===== config.mk =====
export PLATFORM = sky130hd
export DESIGN_NAME = wishbone_arbiter_flat
export DESIGN_NICKNAME = d
export VERILOG_FILES = /design/src/rtl/wishbone_arbiter_if.sv /design/src/rtl/wishbone_arbiter.sv /design/src/flat_wrapper.sv
export SDC_FILE = /design/constraint.sdc
export NUM_CORES = 1
export LEC_CHECK = 0
export BUFFER_PORTS_ARGS = -buffer_cell sky130_fd_sc_hd__buf_2
export CAP_MARGIN = 20
export CORE_AREA = 5 5 121 123
export DETAILED_ROUTE_END_ITERATION = 7
export DIE_AREA = 0 0 126 128
export PLACE_DENSITY_LB_ADDON = 0.05
export SLEW_MARGIN = 20
export SYNTH_ARGS = -nofsm -noshare
export SYNTH_HDL_FRONTEND = slang
export SYNTH_SLANG_ARGS = --single-unit

===== constraint.sdc =====
create_clock -name clk_i -period 1.7 [get_ports clk_i]
set_clock_uncertainty 0.05 [all_clocks]
set_input_delay 0.255 -clock clk_i [delete_from_list [all_inputs] [get_ports clk_i]]
set_output_delay 0.255 -clock clk_i [all_outputs]
set_load 0.03 [all_outputs]

===== src/rtl/wishbone_arbiter_if.sv =====
// Bundles the per-master Wishbone request/response lines and the shared slave port.
interface wishbone_arbiter_if #(
  parameter int NUM_MASTERS = 4,
  parameter int ADDR_WIDTH  = 5,
  parameter int DATA_WIDTH  = 32,
  parameter int SEL_WIDTH   = DATA_WIDTH / 8
);
  logic [NUM_MASTERS-1:0]            m_cyc_i;
  logic [NUM_MASTERS-1:0]            m_stb_i;
  logic [NUM_MASTERS-1:0]            m_we_i;
  logic [NUM_MASTERS*ADDR_WIDTH-1:0] m_addr_i;
  logic [NUM_MASTERS*DATA_WIDTH-1:0] m_data_i;
  logic [NUM_MASTERS*SEL_WIDTH-1:0]  m_sel_i;
  logic [NUM_MASTERS*3-1:0]          m_cti_i;
  logic [NUM_MASTERS-1:0]            m_tag_add_i;
  logic [NUM_MASTERS-1:0]            m_ack_o;
  logic [NUM_MASTERS-1:0]            m_err_o;
  logic [DATA_WIDTH-1:0]             m_data_o;
  logic                              s_cyc_o;
  logic                              s_stb_o;
  logic                              s_we_o;
  logic [ADDR_WIDTH-1:0]             s_addr_o;
  logic [DATA_WIDTH-1:0]             s_data_o;
  logic [SEL_WIDTH-1:0]              s_sel_o;
  logic [2:0]                        s_cti_o;
  logic                              s_tag_add_o;
  logic                              s_ack_i;
  logic                              s_err_i;
  logic [DATA_WIDTH-1:0]             s_data_i;

  // The arbiter occupies the slave seat of the masters' bus and forwards to the real slave.
  modport slave (
    input  m_cyc_i, m_stb_i, m_we_i, m_addr_i, m_data_i, m_sel_i, m_cti_i, m_tag_add_i,
    input  s_ack_i, s_err_i, s_data_i,
    output m_ack_o, m_err_o, m_data_o,
    output s_cyc_o, s_stb_o, s_we_o, s_addr_o, s_data_o, s_sel_o, s_cti_o, s_tag_add_o
  );

  modport master (
    output m_cyc_i, m_stb_i, m_we_i, m_addr_i, m_data_i, m_sel_i, m_cti_i, m_tag_add_i,
    output s_ack_i, s_err_i, s_data_i,
    input  m_ack_o, m_err_o, m_data_o,
    input  s_cyc_o, s_stb_o, s_we_o, s_addr_o, s_data_o, s_sel_o, s_cti_o, s_tag_add_o
  );
endinterface


===== src/rtl/wishbone_arbiter.sv =====
// Round-robin arbiter sharing one Wishbone slave among NUM_MASTERS masters, one owner per cyc tenure.
// Optional slave watchdog enabled by defining WB_ARB_TIMEOUT_EN.
module wishbone_arbiter #(
  parameter int NUM_MASTERS    = 4,
  parameter int ADDR_WIDTH     = 5,
  parameter int DATA_WIDTH     = 32,
  parameter int SEL_WIDTH      = DATA_WIDTH / 8,
  parameter int TIMEOUT_CYCLES = 16
) (
  input  logic                   clk_i,
  input  logic                   rst_i,
  wishbone_arbiter_if.slave      bus,
  output logic [NUM_MASTERS-1:0] grant_o,
  output logic [1:0]             state_out
);
  localparam int IDX_W = $clog2(NUM_MASTERS);

  if (NUM_MASTERS < 2 || NUM_MASTERS > 8 || TIMEOUT_CYCLES < 1) begin : g_bad_cfg
    $error("wishbone_arbiter: unsupported parameter combination");
  end

`ifdef WB_ARB_TIMEOUT_EN
  typedef enum logic [1:0] {IDLE = 2'd0, BUSY = 2'd1, RELEASE = 2'd2, TERR = 2'd3} state_t;
  localparam int CNT_W = $clog2(TIMEOUT_CYCLES + 1);
  logic [CNT_W-1:0] cnt_q, cnt_d;
`else
  typedef enum logic [1:0] {IDLE = 2'd0, BUSY = 2'd1, RELEASE = 2'd2} state_t;
`endif

  state_t                  state_q, state_d;
  logic [NUM_MASTERS-1:0]  grant_q, grant_d;
  logic [IDX_W-1:0]        idx_q, idx_d, ptr_q, ptr_d;
  logic [IDX_W-1:0]        pick_s, cand_s;
  logic                    found_s, route_s, tout_s;
  logic                    owner_cyc_s, owner_stb_s, owner_we_s, owner_tag_s;
  logic [ADDR_WIDTH-1:0]   owner_addr_s;
  logic [DATA_WIDTH-1:0]   owner_data_s;
  logic [SEL_WIDTH-1:0]    owner_sel_s;
  logic [2:0]              owner_cti_s;

  function automatic logic [IDX_W-1:0] rr_next(input logic [IDX_W-1:0] base, input int step);
    int sum;
    sum = int'(base) + step;
    if (sum >= NUM_MASTERS) sum = sum - NUM_MASTERS;
    return sum[IDX_W-1:0];
  endfunction

  assign owner_cyc_s = |(bus.m_cyc_i & grant_q);
  assign owner_stb_s = |(bus.m_stb_i & grant_q);
  assign owner_we_s  = |(bus.m_we_i & grant_q);
  assign owner_tag_s = |(bus.m_tag_add_i & grant_q);

  // First requester at or after the pointer, searching upward with wrap.
  always_comb begin
    pick_s  = ptr_q;
    cand_s  = ptr_q;
    found_s = 1'b0;
    for (int i = 0; i < NUM_MASTERS; i++) begin
      cand_s = rr_next(ptr_q, i);
      if (!found_s && bus.m_cyc_i[cand_s]) begin
        found_s = 1'b1;
        pick_s  = cand_s;
      end else begin
        found_s = found_s;
      end
    end
  end

  // One-hot OR-mux of the owner's request fields.
  always_comb begin
    owner_addr_s = '0;
    owner_data_s = '0;
    owner_sel_s  = '0;
    owner_cti_s  = 3'b000;
    for (int k = 0; k < NUM_MASTERS; k++) begin
      owner_addr_s = owner_addr_s | ({ADDR_WIDTH{grant_q[k]}} & bus.m_addr_i[k*ADDR_WIDTH +: ADDR_WIDTH]);
      owner_data_s = owner_data_s | ({DATA_WIDTH{grant_q[k]}} & bus.m_data_i[k*DATA_WIDTH +: DATA_WIDTH]);
      owner_sel_s  = owner_sel_s  | ({SEL_WIDTH{grant_q[k]}}  & bus.m_sel_i[k*SEL_WIDTH +: SEL_WIDTH]);
      owner_cti_s  = owner_cti_s  | ({3{grant_q[k]}}          & bus.m_cti_i[k*3 +: 3]);
    end
  end

  // Next-state logic; route_s opens the owner <-> slave path only while BUSY.
  always_comb begin
    state_d = state_q;
    grant_d = grant_q;
    idx_d   = idx_q;
    ptr_d   = ptr_q;
    route_s = 1'b0;
    tout_s  = 1'b0;
`ifdef WB_ARB_TIMEOUT_EN
    cnt_d   = '0;
`endif
    case (state_q)
      IDLE: begin
        if (found_s) begin
          state_d = BUSY;
          grant_d = {{(NUM_MASTERS-1){1'b0}}, 1'b1} << pick_s;
          idx_d   = pick_s;
        end else begin
          state_d = IDLE;
        end
      end
      BUSY: begin
        route_s = 1'b1;
        if (!owner_cyc_s) begin
          state_d = RELEASE;
          grant_d = '0;
          ptr_d   = rr_next(idx_q, 1);
`ifdef WB_ARB_TIMEOUT_EN
        end else if (cnt_q == CNT_W'(TIMEOUT_CYCLES)) begin
          route_s = 1'b0;
          tout_s  = 1'b1;
          state_d = TERR;
        end else if (owner_stb_s && !bus.s_ack_i && !bus.s_err_i) begin
          cnt_d = cnt_q + {{(CNT_W-1){1'b0}}, 1'b1};
`endif
        end else begin
          state_d = BUSY;
        end
      end
      RELEASE: begin
        grant_d = '0;
        state_d = IDLE;
      end
`ifdef WB_ARB_TIMEOUT_EN
      TERR: begin
        if (!owner_cyc_s) begin
          state_d = RELEASE;
          grant_d = '0;
          ptr_d   = rr_next(idx_q, 1);
        end else begin
          state_d = TERR;
        end
      end
`endif
      default: begin
        state_d = IDLE;
        grant_d = '0;
      end
    endcase
  end

  // Slave-side request and master-side response routing.
  always_comb begin
    bus.s_cyc_o     = route_s & owner_cyc_s;
    bus.s_stb_o     = route_s & owner_stb_s;
    bus.s_we_o      = route_s & owner_we_s;
    bus.s_tag_add_o = route_s & owner_tag_s;
    bus.s_addr_o    = route_s ? owner_addr_s : '0;
    bus.s_data_o    = route_s ? owner_data_s : '0;
    bus.s_sel_o     = route_s ? owner_sel_s  : '0;
    bus.s_cti_o     = route_s ? owner_cti_s  : 3'b000;
    bus.m_ack_o     = (route_s && owner_stb_s && bus.s_ack_i) ? grant_q : '0;
    bus.m_err_o     = (tout_s || (route_s && owner_stb_s && bus.s_err_i)) ? grant_q : '0;
    bus.m_data_o    = bus.s_data_i;
  end

  // State, grant and pointer registers.
  always_ff @(posedge clk_i or posedge rst_i) begin
    if (rst_i) begin
      state_q <= IDLE;
      grant_q <= '0;
      idx_q   <= '0;
      ptr_q   <= '0;
`ifdef WB_ARB_TIMEOUT_EN
      cnt_q   <= '0;
`endif
    end else begin
      state_q <= state_d;
      grant_q <= grant_d;
      idx_q   <= idx_d;
      ptr_q   <= ptr_d;
`ifdef WB_ARB_TIMEOUT_EN
      cnt_q   <= cnt_d;
`endif
    end
  end

  assign grant_o   = grant_q;
  assign state_out = state_q;
endmodule

===== src/flat_wrapper.sv =====
// flat-port wrapper written by rule: the top's interface ports become plain ports
module wishbone_arbiter_flat 
#(
  parameter int NUM_MASTERS    = 4,
  parameter int ADDR_WIDTH     = 5,
  parameter int DATA_WIDTH     = 32,
  parameter int SEL_WIDTH      = DATA_WIDTH / 8,
  parameter int TIMEOUT_CYCLES = 16
)
  (clk_i, rst_i, grant_o, state_out, bus_m_cyc_i, bus_m_stb_i, bus_m_we_i, bus_m_addr_i, bus_m_data_i, bus_m_sel_i, bus_m_cti_i, bus_m_tag_add_i, bus_s_ack_i, bus_s_err_i, bus_s_data_i, bus_m_ack_o, bus_m_err_o, bus_m_data_o, bus_s_cyc_o, bus_s_stb_o, bus_s_we_o, bus_s_addr_o, bus_s_data_o, bus_s_sel_o, bus_s_cti_o, bus_s_tag_add_o);
  wishbone_arbiter_if #(.NUM_MASTERS(NUM_MASTERS), .ADDR_WIDTH(ADDR_WIDTH), .DATA_WIDTH(DATA_WIDTH), .SEL_WIDTH(SEL_WIDTH)) bus_i ();
  input  logic clk_i;
  input  logic rst_i;
  output logic [NUM_MASTERS-1:0] grant_o;
  output logic [1:0] state_out;
  input wire logic [$bits(bus_i.m_cyc_i)-1:0] bus_m_cyc_i;
  input wire logic [$bits(bus_i.m_stb_i)-1:0] bus_m_stb_i;
  input wire logic [$bits(bus_i.m_we_i)-1:0] bus_m_we_i;
  input wire logic [$bits(bus_i.m_addr_i)-1:0] bus_m_addr_i;
  input wire logic [$bits(bus_i.m_data_i)-1:0] bus_m_data_i;
  input wire logic [$bits(bus_i.m_sel_i)-1:0] bus_m_sel_i;
  input wire logic [$bits(bus_i.m_cti_i)-1:0] bus_m_cti_i;
  input wire logic [$bits(bus_i.m_tag_add_i)-1:0] bus_m_tag_add_i;
  input wire logic [$bits(bus_i.s_ack_i)-1:0] bus_s_ack_i;
  input wire logic [$bits(bus_i.s_err_i)-1:0] bus_s_err_i;
  input wire logic [$bits(bus_i.s_data_i)-1:0] bus_s_data_i;
  output wire logic [$bits(bus_i.m_ack_o)-1:0] bus_m_ack_o;
  output wire logic [$bits(bus_i.m_err_o)-1:0] bus_m_err_o;
  output wire logic [$bits(bus_i.m_data_o)-1:0] bus_m_data_o;
  output wire logic [$bits(bus_i.s_cyc_o)-1:0] bus_s_cyc_o;
  output wire logic [$bits(bus_i.s_stb_o)-1:0] bus_s_stb_o;
  output wire logic [$bits(bus_i.s_we_o)-1:0] bus_s_we_o;
  output wire logic [$bits(bus_i.s_addr_o)-1:0] bus_s_addr_o;
  output wire logic [$bits(bus_i.s_data_o)-1:0] bus_s_data_o;
  output wire logic [$bits(bus_i.s_sel_o)-1:0] bus_s_sel_o;
  output wire logic [$bits(bus_i.s_cti_o)-1:0] bus_s_cti_o;
  output wire logic [$bits(bus_i.s_tag_add_o)-1:0] bus_s_tag_add_o;
  assign bus_i.m_cyc_i = bus_m_cyc_i;
  assign bus_i.m_stb_i = bus_m_stb_i;
  assign bus_i.m_we_i = bus_m_we_i;
  assign bus_i.m_addr_i = bus_m_addr_i;
  assign bus_i.m_data_i = bus_m_data_i;
  assign bus_i.m_sel_i = bus_m_sel_i;
  assign bus_i.m_cti_i = bus_m_cti_i;
  assign bus_i.m_tag_add_i = bus_m_tag_add_i;
  assign bus_i.s_ack_i = bus_s_ack_i;
  assign bus_i.s_err_i = bus_s_err_i;
  assign bus_i.s_data_i = bus_s_data_i;
  assign bus_m_ack_o = bus_i.m_ack_o;
  assign bus_m_err_o = bus_i.m_err_o;
  assign bus_m_data_o = bus_i.m_data_o;
  assign bus_s_cyc_o = bus_i.s_cyc_o;
  assign bus_s_stb_o = bus_i.s_stb_o;
  assign bus_s_we_o = bus_i.s_we_o;
  assign bus_s_addr_o = bus_i.s_addr_o;
  assign bus_s_data_o = bus_i.s_data_o;
  assign bus_s_sel_o = bus_i.s_sel_o;
  assign bus_s_cti_o = bus_i.s_cti_o;
  assign bus_s_tag_add_o = bus_i.s_tag_add_o;
  wishbone_arbiter #(.NUM_MASTERS(NUM_MASTERS), .ADDR_WIDTH(ADDR_WIDTH), .DATA_WIDTH(DATA_WIDTH), .SEL_WIDTH(SEL_WIDTH), .TIMEOUT_CYCLES(TIMEOUT_CYCLES)) u_core (.clk_i(clk_i), .rst_i(rst_i), .bus(bus_i), .grant_o(grant_o), .state_out(state_out));
endmodule

==> metrics.md <==
| Metric | Value |
|---|---|
| Worst-Skew Late Latency | `0.24 ns` |
| R2R Setup Slk | `0.06 ns` |
| Worst R2R End | `u_core.grant_o[2]` |
| Crit path kind | `flip-flop to primary output` |
| Antenna violations before repair | `0` |
| Final Non-Filler Cells | `676` |
| Buf/Inv on CP | `2` |
| Slew Viols, Final | `0` |
| Violated checks | `setup timing` |
| First-pass GRT wire length | `18.7 mm` |
| Worst slew pin tran | `0.433 ns` |
| Synth Instances | `264` |
| Worst EP required | `1.39 ns` |
| Vias per cell | `4.67` |
| Placed Area | `3610 µm²` |
| Layout cells sized above 1 | `80.8%` |
| Mean Syn Cell Area | `7.20 µm²` |
| Cell variety after synth | `31` |
| Crit end category | `primary output` |
| Comb power frac | `85.9%` |
| Grt total ovfl | `0` |
| Total die area | `16100 µm²` |
| Initial Util | `14.0%` |
| Register bit total from synthesis | `10` |
| Seq pwr share | `7.5%` |
| Placed wire-length estimate | `10.3 mm` |
| Outcome | `finished, violations left` |
| Clock Tree Root | `clkbuf_16` |
| DIE WIDTH | `126 µm` |
| Clock Tree Buf Depth | `2` |
| Static leakage | `1.83 nW` |
| Max-Cap Viols | `0` |
| Register area share after synthesis | `13.2%` |
| Synth warn | `0` |
| FMAX | `0.547 GHz` |
| Slew margin rel. | `71.1%` |
| Detail Route Antenna Nets | `0` |
| Worst-path cell chain | `nand2b_4 -> buf_12 -> a21oi_4 -> and3_4 -> buf_6` |
| Synth Cell Area | `1900 µm²` |
| Internal Power | `3.20 mW` |
| First DRT Iteration DRCs | `88` |
| Rows | `43` |
| RSZ-0062 raised after global routing | `true` |
| Gr usage total | `14.5%` |
| Cts bufs inserted | `3` |
| Final setup margin | `-0.129 ns` |
| Syn_nets | `492` |
| Worst Setup Start Kind | `flip-flop` |
| Residual DRC | `0` |
| R2r worst-path depth | `5` |
| DRT Wirelength | `12.8 mm` |
| Nets@finish | `725` |
| Reg2reg start | `u_core.grant_o[3]` |
| Post-route clock period utilization | `108%` |
| CP max stage delay | `0.39 ns` |
| Hold Vio Cnt, Final | `0` |
| Placed cell count | `659` |
| Hold Crit Class | `input port to flip-flop` |
| Pre-antenna DRT Iters | `4` |
| CP Max Fanout | `6` |
| Core Footprint | `13600 µm²` |
| Cell Pwr Density | `1600 nW/µm²` |
| Slowest cell on crit path | `dfrtp_2` |
| Number of antenna repair diodes | `0` |
| Clock Power Share | `6.6%` |
| Clock sink count | `10` |
| Crit-path leading delay family | `simple AND/OR/NAND/NOR gates` |
| Sw Share | `54.6%` |
| Min Tclk post-route | `1.83 ns` |
| Worst Path Arrival | `1.52 ns` |
| VDD IR max | `0.000416 V` |
| Final GP Congestion | `0.814` |
| Filler cells | `1483` |
| Design Area, Final | `4410 µm²` |
| Number of global-route vias before repair | `3447` |
| Via count | `3156` |
| Syn-to-layout area delta | `132%` |
| Switching power | `3.85 mW` |
| Setup Viol. Count Final | `44` |
| WP depth | `5` |
| IO buf count | `257` |
| CP endpoint | `bus_m_err_o[0]` |
| Die Ht | `128 µm` |
| Critical Path Start | `u_core.state_out[1]` |
| WL/cell | `19.0 µm` |
| CTS tree | `yes` |
| H-Tree Depth | `1` |
| I/O Pins | `322` |
| CTS clk-pin slew, worst paths | `0.04 ns` |
| Largest net degree at the start of global routing | `22` |
layer usage:
metal	vias to the layer above	wire length [µm]	GRT usage, %
met2	175	7080	29.3
met1	1480	4550	15.3
met4	0	152	2.71
li1	1482	-	-
met5	-	0	0
met3	19	1060	3.50
worst reg2reg max path, cell delays in order (launching register included):
cell and delay (ns):
dfrtp_2 0.46, buf_4 0.16, a22o_2 0.26, o21ai_0 0.22, a21oi_2 0.12, a22o_1 0.25
power by group through the flow:
stage / logic (mW) / clock network [mW] / registers (mW)
6_report: 6.06 / 0.466 / 0.525
5_1_grt: 6.46 / 0.482 / 0.547
4_1_cts: 5.95 / 0.474 / 0.527
3_5_place_dp: 4.85 / 0 / 0.524
3_3_place_gp: 4.86 / 0 / 0.516
2_1_floorplan: 3.51 / 0 / 0.550
kinds of logic after synthesis:
logic type      synth area share [%]
mux                            0.592
compound gates                  56.6
simple gates                    9.28
flops                           13.2
buf+inv                         19.9
xor+xnor                       0.461
cells in the final DEF (no fill, tap or decap), drive strengths merged, types with 2 or more instances in the layout:
cell       n
buf      288
a22oi     94
a21oi     49
dfrtp     10
and3       8
o21ai      6
nand2      4
a22o       4
clkbuf     4
o31ai      3
inv        3
nor2       3
and2b      2
nor2b      2
o2bb2ai    2
nand2b     2
or3        2
synth_stat cells (all sizes together):
| cell type | instances | share of area (%) |
|---|---|---|
| o2bb2ai | 2 | 0.92 |
| xnor2 | 1 | 0.46 |
| o21bai | 1 | 0.40 |
| nand3b | 1 | 0.40 |
| and2b | 2 | 0.79 |
| nand2 | 4 | 0.79 |
| or3 | 2 | 0.66 |
| mux2 | 1 | 0.59 |
| dfrtp | 10 | 13 |
| buf | 40 | 15 |
| a22o | 4 | 1.9 |
| a21oi | 48 | 13 |
| and4b | 1 | 0.53 |
| o31ai | 3 | 1.2 |
| nand4b | 1 | 1.3 |
| a31o | 1 | 0.46 |
| nor2 | 3 | 0.59 |
| nor2b | 2 | 0.66 |
| a31oi | 1 | 0.33 |
| a22oi | 94 | 37 |
| and3 | 8 | 2.6 |
| nor4 | 1 | 0.33 |
| inv | 3 | 0.59 |
| nand2b | 2 | 0.66 |
| clkbuf | 22 | 4.3 |
| o21ai | 6 | 1.6 |
stage by stage:
stage / power, mW / util [%] / worst slack, ns / hold WS [ns] / setup TNS [ns]
after floorplan: 4.06 / - / -0.0252 / 0.0448 / -0.138
after global placement: 5.38 / 26.6 / 0.0498 / 0.223 / 0
after detailed placement: 5.37 / 26.6 / 0.0727 / 0.221 / 0
after CTS: 6.95 / 31.5 / -0.120 / 0.460 / -3.74
after global routing: 7.49 / 32.5 / -0.183 / 0.460 / -5.51
final: 7.05 / 32.5 / -0.129 / 0.458 / -2.44
area by class of cell:
cell class	count	area, µm²	area share, %
Clock buffer	4	88.8	2.01
Multi-Input combinational cell	190	1960	44.5
Timing Repair Buffer	289	1870	42.3
Sequential cell	10	256	5.81
Tap cell	180	225	5.10
Inverter	3	11.3	0.255
worst min-delay path by stage:
stage,from,to,cells after the start
6_report,bus_m_cyc_i[3],u_core.grant_o[1],5
5_1_grt,bus_s_data_i[31],bus_m_data_o[31],0
4_1_cts,bus_s_data_i[10],bus_m_data_o[10],0
3_5_place_dp,rst_i,u_core.ptr_q[0],2
3_3_place_gp,rst_i,u_core.ptr_q[0],2
2_1_floorplan,rst_i,u_core.idx_q[0],1
sequential cells by signal (all words and copies together), names as in the netlist:
register	flops
u_core.state_out	2
u_core.grant_o	4
u_core.ptr_q	2
u_core.idx_q	2
repair_timing:
item / CTS / global route
hold buffers: 1 / 0
resized for setup: 105 / 33
pin swaps: 5 / 0
buffers inserted: 9 / 0
cloned: 3 / 0
endpoints found under the hold margin: 10 / 0
endpoints found under the setup margin: 54 / 58
No activity file was read; power rests on OpenSTA's default activity.
